**src/rtl/dx_issue_ctrl.sv**
```systemverilog
// dx_issue_ctrl: decode->execute issue controller.
// Owns the decode/X-stage valid/ready handshake, tracks in-flight writes in a
// register scoreboard, drains around serializing instructions and squashes
// decode on a taken redirect.
// Optional feature macro: DX_ISSUE_WB_BYPASS_EN (same-cycle writeback bypass
// into the hazard check and the in-flight slot check).
module dx_issue_ctrl #(
  parameter int MAX_INFLIGHT = 4
) (
  input  logic       clk,
  input  logic       rst,
  input  logic       d_valid,
  output logic       d_ready,
  input  logic [4:0] d_rs1,
  input  logic [4:0] d_rs2,
  input  logic       d_rs1_used,
  input  logic       d_rs2_used,
  input  logic [4:0] d_rd,
  input  logic       d_wen,
  input  logic       d_serial,
  output logic       x_valid,
  input  logic       x_ready,
  input  logic       wb_valid,
  input  logic       wb_wen,
  input  logic [4:0] wb_rd,
  input  logic       redirect,
  output logic       flush_d,
  output logic       busy,
  output logic       err
);

  localparam int CW = $clog2(MAX_INFLIGHT + 1);
  localparam logic [CW-1:0] MAX_CNT = CW'(MAX_INFLIGHT);
  localparam logic [CW-1:0] ONE_CNT = CW'(1);

  typedef enum logic [1:0] {
    ST_RUN    = 2'd0,
    ST_DRAIN  = 2'd1,
    ST_SERIAL = 2'd2,
    ST_FLUSH  = 2'd3
  } state_t;

  state_t          r_state;
  logic [CW-1:0]   r_inflight;
  logic [31:0]     r_pend;     // bit 0 is kept at zero: x0 is never pending
  logic            r_err;

  logic [31:0]     w_clr_vec;
  logic [31:0]     w_set_vec;
  logic [31:0]     w_pend_eff;
  logic            w_full;
  logic            w_cnt_zero;
  logic            w_hazard;
  logic            w_issue_ok;
  logic            w_fire;
  logic            w_ret;
  logic            w_stray;

  assign w_cnt_zero = (r_inflight == {CW{1'b0}});

  // Scoreboard bits cleared by this cycle's writeback (x0 masked out).
  assign w_clr_vec = (wb_valid & wb_wen) ? ((32'd1 << wb_rd) & ~32'd1) : 32'd0;

`ifdef DX_ISSUE_WB_BYPASS_EN
  // A retiring write is already visible to the consumer, and its slot is free.
  assign w_pend_eff = r_pend & ~w_clr_vec;
  assign w_full     = (r_inflight == MAX_CNT) & ~wb_valid;
`else
  assign w_pend_eff = r_pend;
  assign w_full     = (r_inflight == MAX_CNT);
`endif

  assign w_hazard = (d_rs1_used & w_pend_eff[d_rs1]) |
                    (d_rs2_used & w_pend_eff[d_rs2]) |
                    (d_wen      & w_pend_eff[d_rd])  |
                    w_full;

  // A serializing instruction may only issue into an empty pipeline.
  assign w_issue_ok = rst & (r_state == ST_RUN) & ~w_hazard & ~redirect &
                      ~(d_serial & ~w_cnt_zero);

  assign x_valid = d_valid & w_issue_ok;
  assign d_ready = x_ready & w_issue_ok;
  assign w_fire  = x_valid & x_ready;
  assign flush_d = rst & redirect;
  assign busy    = rst & ~w_cnt_zero;
  assign err     = r_err;

  assign w_set_vec = (w_fire & d_wen) ? ((32'd1 << d_rd) & ~32'd1) : 32'd0;
  assign w_ret     = wb_valid & ~w_cnt_zero;
  assign w_stray   = wb_valid & w_cnt_zero;

  // In-flight counter, scoreboard and sticky retire-underflow flag.
  always_ff @(posedge clk) begin
    if (!rst) begin
      r_inflight <= {CW{1'b0}};
      r_pend     <= 32'd0;
      r_err      <= 1'b0;
    end else begin
      case ({w_fire, w_ret})
        2'b10:   r_inflight <= r_inflight + ONE_CNT;
        2'b01:   r_inflight <= r_inflight - ONE_CNT;
        default: r_inflight <= r_inflight;
      endcase
      // Clear first, then set: a same-register set/clear leaves it pending.
      r_pend <= (r_pend & ~w_clr_vec) | w_set_vec;
      r_err  <= r_err | w_stray;
    end
  end

  // Issue sequencing: drain before serials, hold while a serial is alone
  // in flight, one bubble after a redirect.
  always_ff @(posedge clk) begin
    if (!rst) begin
      r_state <= ST_RUN;
    end else if (redirect) begin
      r_state <= ST_FLUSH;
    end else begin
      case (r_state)
        ST_RUN: begin
          if (w_fire & d_serial) begin
            r_state <= ST_SERIAL;
          end else if (d_valid & d_serial & ~w_cnt_zero) begin
            r_state <= ST_DRAIN;
          end else begin
            r_state <= ST_RUN;
          end
        end
        ST_DRAIN, ST_SERIAL: begin
          if (w_cnt_zero) begin
            r_state <= ST_RUN;
          end else begin
            r_state <= r_state;
          end
        end
        ST_FLUSH: r_state <= ST_RUN;
        default:  r_state <= ST_RUN;
      endcase
    end
  end

endmodule

```
**config.mk**
```make
export PLATFORM = sky130hd
export DESIGN_NAME = dx_issue_ctrl
export DESIGN_NICKNAME = d
export VERILOG_FILES = /design/src/rtl/dx_issue_ctrl.sv
export SDC_FILE = /design/constraint.sdc
export NUM_CORES = 1
export LEC_CHECK = 0
export ABC_AREA = 0
export BUFFER_PORTS_ARGS = -buffer_cell sky130_fd_sc_hd__buf_4
export CAP_MARGIN = 20
export CORE_MARGIN = 4
export CORE_UTILIZATION = 45
export CTS_BUF_LIST = sky130_fd_sc_hd__clkbuf_16
export DETAILED_ROUTE_END_ITERATION = 7
export GPL_TIMING_DRIVEN = 0
export PLACE_DENSITY = 0.75
export SLEW_MARGIN = 25
export SYNTH_ARGS = -nofsm -noshare
export SYNTH_HDL_FRONTEND = slang
export SYNTH_SLANG_ARGS = --single-unit
```
**constraint.sdc**
```tcl
create_clock -name clk -period 3.45 [get_ports clk]
set_input_delay 0.345 -clock clk [delete_from_list [all_inputs] [get_ports clk]]
set_output_delay 0.345 -clock clk [all_outputs]
set_load 0.02 [all_outputs]
```
# [Word-level counts from Yosys, hierarchy flattened]
# Cells that the tools add are included.
[totals] out_inout_bits=5 input_bits=31 word_cells=67 register_bits=38
[classes] n_addsub=2 n_shift=2 magnitude_cmp=3 n_reduce_logical=4 mux=14 bitwise_logic=31 eq_ne=7
[ops] operator="32-bit 2-to-1 mux" n=2
[ops] operator="1-bit by 5-bit << shifter with 32-bit output (first input constant)" n=2
[ops] operator="32-bit bitwise AND" n=1
[ops] operator="32-bit inverter" n=1
[ops] operator="32-bit bitwise OR" n=1
[ops] operator="1-bit bitwise AND" n=20
[ops] operator="5-bit by 6-bit less-than comparator with 1-bit output (second input constant)" n=3
[ops] operator="1-bit binary-select mux with 5-bit select" n=3
[ops] operator="2-bit equality test (second input constant)" n=3
[ops] operator="2-bit 2-to-1 mux" n=3
[ops] operator="2-bit case mux with 3 select lines" n=1
[ops] operator="3-bit case mux with 2 select lines" n=1
[ops] operator="2-bit by 1-bit equality test with 1-bit output (second input constant)" n=2
[ops] operator="1-bit 2-to-1 mux" n=4
[ops] operator="1-bit inverter" n=4
[ops] operator="1-bit bitwise OR" n=4
[ops] operator="3-bit by 1-bit adder with 3-bit output (second input constant)" n=1
[ops] operator="3-bit equality test (second input constant)" n=1
[ops] operator="3-bit zero test" n=1
[ops] operator="3-bit != test (second input constant)" n=1
[ops] operator="3-bit by 1-bit subtractor with 3-bit output (second input constant)" n=1
[ops] operator="2-bit zero test" n=1
[ops] operator="2-bit nonzero test" n=1
[ops] operator="2-bit OR reduction" n=1

# [Longest topological paths before layout]
# Gate-level depths: netlist (run 1).
[depth] depth_word=16 ltp_mapped=14 mapped_depth_nobuf=14

# [Worst setup path after synthesis (run 1)]
# OpenSTA, ideal clock, no wires.
[synth_path] kind="input -> register" from="input d_rs2[0]" to="register r_inflight[2]" t_required_ps=3374 setup_ps=76 n_path_buf=1 t_arrival_ps=2986 path_slack_ps=388 stages=12 cell_sequence="buf_2 -> mux4_2 -> mux2_2 -> a211oi_2 -> o211ai_2 -> or3_1 -> ha_1 -> inv_1 -> fa_1 -> xor2_1 -> or3_1 -> a21boi_0"
[synth_via] elab_chain_len=14 word_cells_on_any_way=16 cone_classes="2 x eq/ne; 3 x mux; 10 x bitwise; 1 x reduce/logical"
[synth_lines] element="start: declaration" line_no="15" rtl="input logic [4:0] d_rs2,"
[synth_lines] element="1-bit binary-select mux with 5-bit select (*)" line_no="74" rtl="(d_rs2_used & w_pend_eff[d_rs2]) |"
[synth_lines] element="1-bit 2-to-1 mux (not written as such) (*)" line_no="74"
[synth_lines] element="1-bit bitwise AND (*)" line_no="74"
[synth_lines] element="1-bit bitwise OR (*)" line_no="73" rtl="assign w_hazard = (d_rs1_used & w_pend_eff[d_rs1]) |"
[synth_lines] element="1-bit bitwise OR (*)" line_no="74"
[synth_lines] element="1-bit bitwise OR (*)" line_no="75" rtl="(d_wen & w_pend_eff[d_rd]) |"
[synth_lines] element="1-bit inverter (*)" line_no="79" rtl="assign w_issue_ok = rst & (r_state == ST_RUN) & ~w_hazard & ~redirect &"
[synth_lines] element="1-bit bitwise AND (*) (3 in series)" line_no="79"
[synth_lines] element="1-bit bitwise AND (*)" line_no="82" rtl="assign x_valid = d_valid & w_issue_ok;"
[synth_lines] element="1-bit bitwise AND (*)" line_no="84" rtl="assign w_fire = x_valid & x_ready;"
[synth_lines] element="2-bit by 1-bit equality test with 1-bit output or 2-bit equality test (tied branches)" line_no="100" rtl="case ({w_fire, w_ret})"
[synth_lines] element="3-bit case mux with 2 select lines or 2-bit nonzero test (tied branches)"
[synth_lines] element="end signal: assignment" line_no="101" rtl="2'b10: r_inflight <= r_inflight + ONE_CNT;"
[synth_lines] element="end signal: assignment" line_no="102" rtl="2'b01: r_inflight <= r_inflight - ONE_CNT;"
[synth_lines] element="end signal: assignment" line_no="103" rtl="default: r_inflight <= r_inflight;"
[synth_lines] element="end: declaration" line_no="44" rtl="logic [CW-1:0] r_inflight;"
# Mark *: on every way between the ends. The rest lies on a longest branch, timed or not. The select of a mux whose other input is x is not followed.
# A chain may end at the register's enable or synchronous reset.

# [Final worst setup path (run 1)]
[layout_path] from="register r_inflight[0]" to="register r_inflight[2]"
[layout_via] elab_chain_len=10 word_cells_on_any_way=19 cone_classes="2 x add/sub; 3 x eq/ne; 1 x mux; 11 x bitwise; 2 x reduce/logical"
[layout_lines] element="start signal: assignment" line_no="96" rtl="r_inflight <= {CW{1'b0}};"
[layout_lines] element="start signal: assignment" line_no="101"
[layout_lines] element="start signal: assignment" line_no="102"
[layout_lines] element="3-bit equality test" line_no="70" rtl="assign w_full = (r_inflight == MAX_CNT);"
[layout_lines] element="1-bit bitwise OR" line_no="75"
[layout_lines] element="1-bit inverter" line_no="79"
[layout_lines] element="1-bit bitwise AND (3 in series)" line_no="79"
[layout_lines] element="1-bit bitwise AND" line_no="82"
[layout_lines] element="1-bit bitwise AND" line_no="84"
[layout_lines] element="2-bit by 1-bit equality test with 1-bit output or 2-bit equality test (tied branches)" line_no="100"
[layout_lines] element="3-bit case mux with 2 select lines or 2-bit nonzero test (tied branches)"
# Several ways; a longest one is shown, not always the timed one.

==> run metrics, run 1 <==
status=finished clean; IO Port Bufs=31; Final Hold Fails=0; clock root buffer=clkbuf_16; Pre-antenna DRT Iters=5; CTS tree=yes; worst clock skew=0.00370 ns; Final min period=between 3 and 4 ns; sw power=272 uW; final setup vio count=0; WL final=7840 microns; FMAX=roughly 0.31 GHz; Initial Util=47.1%; post-layout net count=approximately 360; synthesized instance count=slightly below 300; most used cell, CP=or3_1; vias per cell=approximately 6.5; sequential fraction of the synthesis area=between 20% and 30%; most common cell after layout, fill and taps aside=dfxtp_1; Worst-Margin Slew=0.739 ns; area delta synth->final=18.1%; total CTS buffers=5; Critical Path RT=between 3 and 4 ns; Comb pwr share=17.2%; clk_lat worst skew=0.28 ns; vias in the first global route=2,513; worst-path cell chain=or3_1, a211oi_2, o311ai_0, o21ai_0, o211ai_2, or3_1, ha_1, inv_1, fa_1, xor2_1, or3_1, a21boi_0; crit end category=flip-flop; Via Count=2,617; Synth Register Bits=37; most frequent cells in the layout=37 x dfxtp_1, 35 x buf_4, 31 x o211ai_1, 25 x mux2i_1, 24 x nand2_1; wire length per cell=19.5 microns; Sw Share=26.3%; filler instances=515; CTS clk-pin slew, worst paths=0.05 ns; CP Max Fanout=6; cell depth of the worst flop-to-flop path=12; Worst Path Arrival=3.39 ns; Max Buffers Root-to-Sink=2; grt total ovfl=0; fin. max-slew vios=0; post-detail-place hpwl=6010 microns; Crit. Startpoint=r_inflight[0]; critical path depth in cells=12; worst vdd ir=between 0.15 and 0.2 mV; Clock power frac=40.8%; Post-CTS Hold Buffers=0; All-Layer GR Usage=22.4%; Yosys cell types=45; Hold Crit Class=input port to flip-flop; Detail Route Antenna Nets=0; fin crit share=92.2%; Yosys warnings=0; Mapped Area=roughly 0.0026 sq mm; core area=0.00557 sq mm; Setup crit start kind=flip-flop; initial drt markers=295; H-tree Lvls=2; Leak=0.00113 uW; die height=84.4 microns; Crit Path Class=flip-flop to flip-flop; Top Ports=36; Die W=84.4 microns; crit-path leading delay family=simple AND/OR/NAND/NOR gates; Most used DFF post-synth=dfxtp_1; Synth Area per Inst=9.06 sq um; Crit Reg-Reg Endpoint=r_inflight[2]; RSZ-0062 raised after global routing=no; # Max-Cap Violations=0; initial antenna violation count=0; Internal=764 uW; CP Capture Point=r_inflight[2]; num rows=27; Seq pwr share=42.0%; share of cells above drive strength 1=20.3%; final setup TNS=0 ns; first-pass GRT wire length=12,800 microns; Reg-to-Reg Start=r_inflight[0]; Max stage delay cell, worst path=or3_1; CTS Sinks=37; reg2reg setup slack=between 0.2 and 0.3 ns; die area=~0.0071 sq mm; total placed cells including tap cells=393; Post-synth EDFFs=0; CP peak stage delay=0.47 ns; fin cells=402; worst path buffer plus inverter count=1; FFs w/ async S/R, synth=0%; Syn Nets=324; gpl congestion=just under 1; DRC=0; relative slew slack=50.3%; ANT cells=0; pwr dens=334 mW/mm^2; largest net degree at the start of global routing=11
## power groups by stage
| stage | clock (uW) | sequential (uW) | combinational, uW |
|---|---|---|---|
| final | 422 | 435 | 178 |
| after global routing | 444 | 436 | 194 |
| after CTS | 422 | 435 | 174 |
| after detailed placement | 0 | 444 | 172 |
| after global placement | 0 | 444 | 169 |
| after floorplan | 0 | 445 | 103 |
## how the worst min path moves through the flow
stage / slack [ns] / end / cells past startpoint / from
floorplan: 0.47 / r_inflight[2] / 2 / r_inflight[2]
global placement: 0.48 / err / 2 / err
detailed placement: 0.49 / err / 2 / err
CTS: 0.33 / r_state[0] / 3 / redirect
global route: 0.34 / r_state[0] / 3 / redirect
finish: 0.33 / r_state[0] / 3 / redirect
## cell type report
class                           instances  area (sq um)  area share [%]
Buffer                                 19           105            3.39
Clock buffer                            5           125            4.03
Clock inverter                          2          7.51           0.242
Inverter                               10          37.5            1.21
Multi-Input combinational cell        224          1750            56.4
Sequential cell                        37           741            23.9
Tap cell                               72          90.1            2.90
Timing Repair Buffer                   33           248            7.98
## tightest hold or removal path, delay by kind of cell
| kind | cells | cell delay, ns |
|---|---|---|
| AND/OR/NAND/NOR | 1 | 0.08 |
| buffers and inverters | 1 | 0.10 |
| AO/OA/AOI/OAI | 1 | 0.04 |
## synthesized netlist by cell type, types with 3 or more instances
| master | count | area [sq um] |
|---|---|---|
| o31ai_1 | 18 | 135 |
| nor2b_1 | 8 | 50.1 |
| nand2b_1 | 4 | 25.0 |
| nand3b_1 | 6 | 45.0 |
| mux2i_1 | 25 | 250 |
| o41ai_1 | 4 | 35.0 |
| clkbuf_1 | 10 | 37.5 |
| o211ai_1 | 31 | 233 |
| dfxtp_1 | 37 | 741 |
| and3_1 | 4 | 25.0 |
| mux4_2 | 13 | 293 |
| inv_1 | 10 | 37.5 |
| o21ai_0 | 15 | 75.1 |
| nand2_1 | 24 | 90.1 |
| nor2_1 | 12 | 45.0 |
| a22oi_1 | 4 | 30.0 |
| or3_1 | 5 | 31.3 |
| nand3_1 | 12 | 60.1 |
| and2_1 | 6 | 37.5 |
| buf_2 | 3 | 15.0 |
| a21oi_1 | 6 | 30.0 |
| buf_6 | 3 | 33.8 |
## per-layer routing
metal	part of all wire (%)	track usage, %
met2	47	35.9
met5	0	0
met3	8.1	4.22
met1	42	30.6
met4	2.4	7.34
## registers in the layout, summed over array words and instances, names as in the netlist
register	count
r_pend	31
err	1
r_state	2
r_inflight	3
## stage by stage
stage | instance area [sq um] | power [uW] | utilization, % | setup WS [ns] | hold slack [ns]
after floorplan | 2630 | 547 | - | 0.388 | 0.473
after global placement | 2950 | 613 | 52.9 | -0.0280 | 0.477
after detailed placement | 2950 | 616 | 52.9 | -0.0708 | 0.493
after CTS | 3090 | 1030 | 55.4 | 0.0944 | 0.329
after global routing | 3100 | 1070 | 55.7 | 0.0798 | 0.343
final | 3100 | 1040 | 55.7 | 0.270 | 0.327
## logic make-up (layout without fill, tap and decap cells)
family	count (synthesis)	after routing	share of synthesized area [%]
flops	37	37	28.2
fa+ha+maj	3	3	1.71
buf+inv	29	69	5.43
compound gates	88	88	24.3
simple gates	91	91	18.2
mux	40	40	21.5
xor+xnor	2	2	0.667
## repair_timing
action | in CTS | in global routing
resized for setup | 1 | 0
gates cloned | 0 | 0
pin swaps | 0 | 1
endpoints found under the setup margin | 1 | 2
buffers inserted | 0 | 2
Power figures use the tool's default switching activity.
==> inputs of run 2 (changes only) <==
==> constraint.sdc (replaced) <==
create_clock -name clk -period 3.45 [get_ports clk]
set_input_delay 0 -clock clk [delete_from_list [all_inputs] [get_ports clk]]
set_output_delay 0 -clock clk [all_outputs]
set_load 0.02 [all_outputs]
==> run metrics, run 2 (synthesis results as in run 1) <==
Reg-to-Reg Start=r_inflight[0]; post-detail-place hpwl=6010 microns; Leak=roughly 0.0011 uW; filler instances=around 510; pwr dens=~330 mW/mm^2; Setup crit start kind=flip-flop; clock root buffer=clkbuf_16; Final Cell Area=0.00311 sq mm; die area=0.00713 sq mm; most frequent cells in the layout=37 x dfxtp_1, 35 x buf_4, 31 x o211ai_1, 25 x mux2i_1, 24 x nand2_1; Multi-input gate area=0.00175 sq mm; core area=0.00557 sq mm; Via Count=2,587; vias per cell=6.42; GR Util met2=35.9%; All-Layer GR Usage=between 20% and 30%; Crit Reg-Reg Endpoint=r_inflight[2]; Die W=84.4 microns; num rows=27; DRC=0; # Max-Cap Violations=0; vias in the first global route=2,517; Critical Path RT=3.65 ns; RSZ-0062 raised after global routing=no; met3 global-route usage=4.22%; Initial Util=47.1%; area delta synth->final=18.5%; share of cells above drive strength 1=20.2%; die height=84.4 microns; total CTS buffers=5; relative slew slack=between 50% and 60%; FMAX=0.315 GHz; gpl congestion=roughly 1; Hold Crit Class=input port to flip-flop; largest net degree at the start of global routing=11; total placed cells including tap cells=a little under 400; Worst Path Arrival=between 3 and 4 ns; Seq. cell area=741 sq um; clk_lat worst skew=~0.28 ns; Worst-Margin Slew=approximately 0.68 ns; Pre-antenna DRT Iters=5; WL final=7830 microns; cell depth of the worst flop-to-flop path=12; Final Hold Fails=0; IO Port Bufs=31; grt total ovfl=0; M1 GR Usage=30.5%; Max Buffers Root-to-Sink=2; CTS tree=yes; Top Ports=36; CTS Sinks=37; final setup vio count=0; total power=1030 uW; ANT cells=0; most common cell after layout, fill and taps aside=dfxtp_1; Crit Path Class=flip-flop to flip-flop; first-pass GRT wire length=12,800 microns; fin crit share=92.1%; Largest Register=r_pend; Placed Area=0.00295 sq mm; Final min period=3.18 ns; crit end category=flip-flop; worst clock skew=0.00327 ns; H-tree Lvls=2; status=finished clean; CP Capture Point=r_inflight[2]; Detail Route Antenna Nets=0; fin cells=403; initial drt markers=312; CP Max Fanout=6; post-layout net count=365; CTS clk-pin slew, worst paths=~0.050 ns; wire length per cell=19.4 microns; fin. max-slew vios=0; GR peak layer=met2; max FFs per register=31; initial antenna violation count=0; Crit. Startpoint=r_inflight[0]; reg2reg setup slack=0.27 ns; worst vdd ir=0.196 mV; largest registers=r_pend (31), r_inflight (3), r_state (2)
[run 2: changes by cell type in the layout (fill, tap and decap cells not counted), sizes merged]
cell and delta:
dlygate4sd3 +1
[run 2: worst min path at each step]
| stage | cells after the start | end | slack [ns] | start |
|---|---|---|---|---|
| global route | 3 | err | 0.05 | wb_valid |
| CTS | 3 | r_state[1] | 0.03 | x_ready |
| global placement | 3 | r_state[0] | 0.26 | redirect |
| finish | 3 | err | 0.02 | wb_valid |
| floorplan | 2 | x_valid | 0.13 | d_valid |
| detailed placement | 3 | r_state[0] | 0.26 | redirect |
[run 2: per-layer routing]
| metal | share of wire [%] | wire [microns] |
|---|---|---|
| met1 | 43 | 3360 |
| met2 | 47 | 3650 |
| met3 | 7.7 | 605 |
| met4 | 2.7 | 210 |
| met5 | 0 | 0 |
[run 2: area by class of cell]
cell class,instances,share of cell area (%)
clock buffers,5,4.02
flip-flops and latches,37,23.8
well taps,72,2.89
clock inverters,2,0.241
inverters,10,1.21
repair buffers,34,8.28
multi-input cells,224,56.2
plain buffers,19,3.38
[run 2: stage by stage]
step / TNS [ns] / hold WS (ns) / util [%] / setup slack, ns
2_1_floorplan: 0 / 0.134 / - / 0.562
5_1_grt: 0 / 0.0461 / 55.8 / 0.0798
3_5_place_dp: -0.00457 / 0.261 / 52.9 / -0.00457
4_1_cts: 0 / 0.0251 / 55.6 / 0.0944
3_3_place_gp: 0 / 0.259 / 52.9 / 0.0339
6_report: 0 / 0.0212 / 55.8 / 0.273
[run 2: repair_timing]
| item | 4_1_cts | 5_1_grt |
|---|---|---|
| buffers inserted | 0 | 2 |
| cloned | 0 | 0 |
| hold buffers | 1 | 0 |
| hold endpoints to repair | 1 | 0 |
| pin swaps | 0 | 1 |
| resized for setup | 1 | 0 |
| setup endpoints to repair | 1 | 2 |
[run 2: power breakdown]
group | internal, uW | total (uW) | switching (uW)
Clock | 258 | 419 | 161
Sequential | 432 | 435 | 3.44
Combinational | 74.7 | 179 | 104
[run 2: worst max-delay path: stages, from the launching register on]
cell and delay, ns:
dfxtp_1 0.35, or3_1 0.47, a211oi_2 0.29, o311ai_0 0.16, o21ai_0 0.27, o211ai_2 0.18
or3_1 0.35, ha_1 0.24, inv_1 0.07, fa_1 0.17, xor2_1 0.08, or3_1 0.31
a21boi_0 0.16
==> inputs of run 3 (changes only) <==
- CORE_MARGIN: 4 -> default
- PLACE_DENSITY: 0.75 -> default
==> run metrics, run 3 (synthesis results as in run 1) <==
most frequent cells in the layout=37 x dfxtp_1, 35 x buf_4, 31 x o211ai_1, 25 x mux2i_1, 24 x nand2_1; cell depth of the worst flop-to-flop path=12; status=finished clean; vias in the first global route=2,493; WL final=between 7000 and 8000 microns; most used cell, CP=or3_1; Internal=771 uW; CTS clk-pin slew, worst paths=0.06 ns; Final Cell Area=around 0.0031 sq mm; pwr dens=337 mW/mm^2; Seq. cell area=741 sq um; GR peak layer=met2; Seq pwr share=41.3%; Comb pwr share=16.9%; vias per cell=6.27; sw power=282 uW; Final Util=56.0%; Leak=0.00113 uW; Worst Path Arrival=3.45 ns; crit end category=flip-flop; Hold Path Stages=3; post-detail-place hpwl=6130 microns; Largest Register=r_pend; Reg-to-Reg Start=r_inflight[0]; Pre-antenna DRT Iters=5; largest registers=r_pend (31), r_inflight (3), r_state (2); largest net degree at the start of global routing=13; # Max-Cap Violations=0; num rows=27; total CTS buffers=5; Final min period=3.24 ns; fin crit share=about 94%; die height=between 70 and 80 microns; CP peak stage delay=0.47 ns; clk_lat worst skew=0.28 ns; CP Max Fanout=6; Via Count=about 2,500; met3 global-route usage=4.53%; H-tree Lvls=2; M1 GR Usage=between 30% and 40%; core area=0.00557 sq mm; CTS Sinks=37; filler instances=528; Die W=78.4 microns; Worst-Margin Slew=0.670 ns; final setup vio count=0; wire length per cell=19.3 microns; Crit Path Class=flip-flop to flip-flop; Crit Reg-Reg Endpoint=r_inflight[2]; Setup crit start kind=flip-flop; Detail Route Antenna Nets=0; worst-path cell chain=or3_1, a211oi_2, o311ai_0, o21ai_1, o211ai_2, or3_1, ha_1, inv_1, fa_1, xor2_1, or3_1, a21boi_0; Top Ports=36; final setup TNS=0 ns; All-Layer GR Usage=between 20% and 30%; Placed Area=0.00295 sq mm; DRC=0; fin. max-slew vios=0; share of cells above drive strength 1=21.1%; Max stage delay cell, worst path=or3_1; Initial Util=a little under half; initial antenna violation count=0; total power=1050 uW; RSZ-0062 raised after global routing=no; Sw Share=26.8%; worst clock skew=0.00503 ns; IO Port Bufs=31; worst path buffer plus inverter count=1; hold path startpoint=x_ready; area delta synth->final=18.9%; Critical Path RT=3.66 ns; relative slew slack=between 50% and 60%; Multi-input gate area=~0.0017 sq mm; Max Buffers Root-to-Sink=2; Clock power frac=41.8%; crit-path leading delay family=compound AO/OA/AOI/OAI gates; Final Hold Fails=0; ANT cells=0; GR Util met2=44.9%; clock root buffer=clkbuf_16; gpl congestion=a little under 0.9; FMAX=0.308 GHz; initial drt markers=around 170; worst vdd ir=0.261 mV; hold path endpoint=r_state[1]; Hold Crit Class=input port to flip-flop; max FFs per register=31; grt total ovfl=0; post-layout net count=365; first-pass GRT wire length=12,900 microns; CTS tree=yes; die area=0.00615 sq mm; most common cell after layout, fill and taps aside=dfxtp_1; reg2reg setup slack=0.21 ns
## run 3: cell count changes in the layout (fill, tap and decap cells not counted), sizes merged
| cell | delta |
|---|---|
| clkinv | +1 |
| clkinvlp | +1 |
| inv | -1 |
## run 3: worst max path at each step
stage	startpoint	endpoint	slack (ns)	depth (start not counted)
floorplan	r_inflight[0]	r_inflight[2]	0.56	12
finish	r_inflight[0]	r_inflight[2]	0.21	12
detailed placement	r_inflight[0]	r_inflight[2]	-0.10	12
CTS	r_inflight[0]	r_inflight[2]	0.03	12
global placement	r_inflight[0]	r_inflight[2]	-0.08	12
global route	r_inflight[0]	r_inflight[2]	0.08	12
## run 3: metal layers
layer / wire length, microns / vias to the layer above
met5: 0 / -
met4: 223 / 0
met3: 655 / 16
met2: 3600 / 112
met1: 3330 / 1198
li1: - / 1208
## run 3: repair_timing
item	4_1_cts	5_1_grt
endpoints found under the setup margin	2	2
gates resized for setup	1	1
buffers inserted	0	2
hold buffers	1	0
endpoints found under the hold margin	2	0
pin swaps	0	1
## run 3: power groups by stage
| stage | logic (uW) | clock network, uW | registers [uW] |
|---|---|---|---|
| 3_5_place_dp | 172 | 0 | 444 |
| 6_report | 178 | 440 | 435 |
| 2_1_floorplan | 103 | 0 | 445 |
| 3_3_place_gp | 173 | 0 | 444 |
| 4_1_cts | 175 | 446 | 435 |
| 5_1_grt | 195 | 469 | 435 |
## run 3: per-stage QoR
stage                     cells  hold slack (ns)  worst slack [ns]
after floorplan             290            0.134             0.562
after global placement      393            0.259           -0.0830
after detailed placement    393            0.265            -0.101
after CTS                   402          0.00380            0.0313
after global routing        404           0.0269            0.0762
final                       404          0.00477             0.206
## run 3: layout make-up
| type | instances | share of cell area, % |
|---|---|---|
| clock buffer | 5 | 4.01 |
| clock inverter | 3 | 0.561 |
| inverter | 10 | 1.20 |
| buffer | 19 | 3.37 |
| sequential | 37 | 23.7 |
| timing repair buffer | 34 | 8.25 |
| tap | 72 | 2.88 |
| multi-input combinational | 224 | 56.0 |
## run 3: worst reg2reg max path, cell delays in order (launching register included)
cell      delay, ns
dfxtp_1        0.35
or3_1          0.47
a211oi_2       0.36
o311ai_0       0.20
o21ai_1        0.23
o211ai_2       0.19
or3_1          0.35
ha_1           0.23
inv_1          0.07
fa_1           0.18
xor2_1         0.08
or3_1          0.30
a21boi_0       0.16
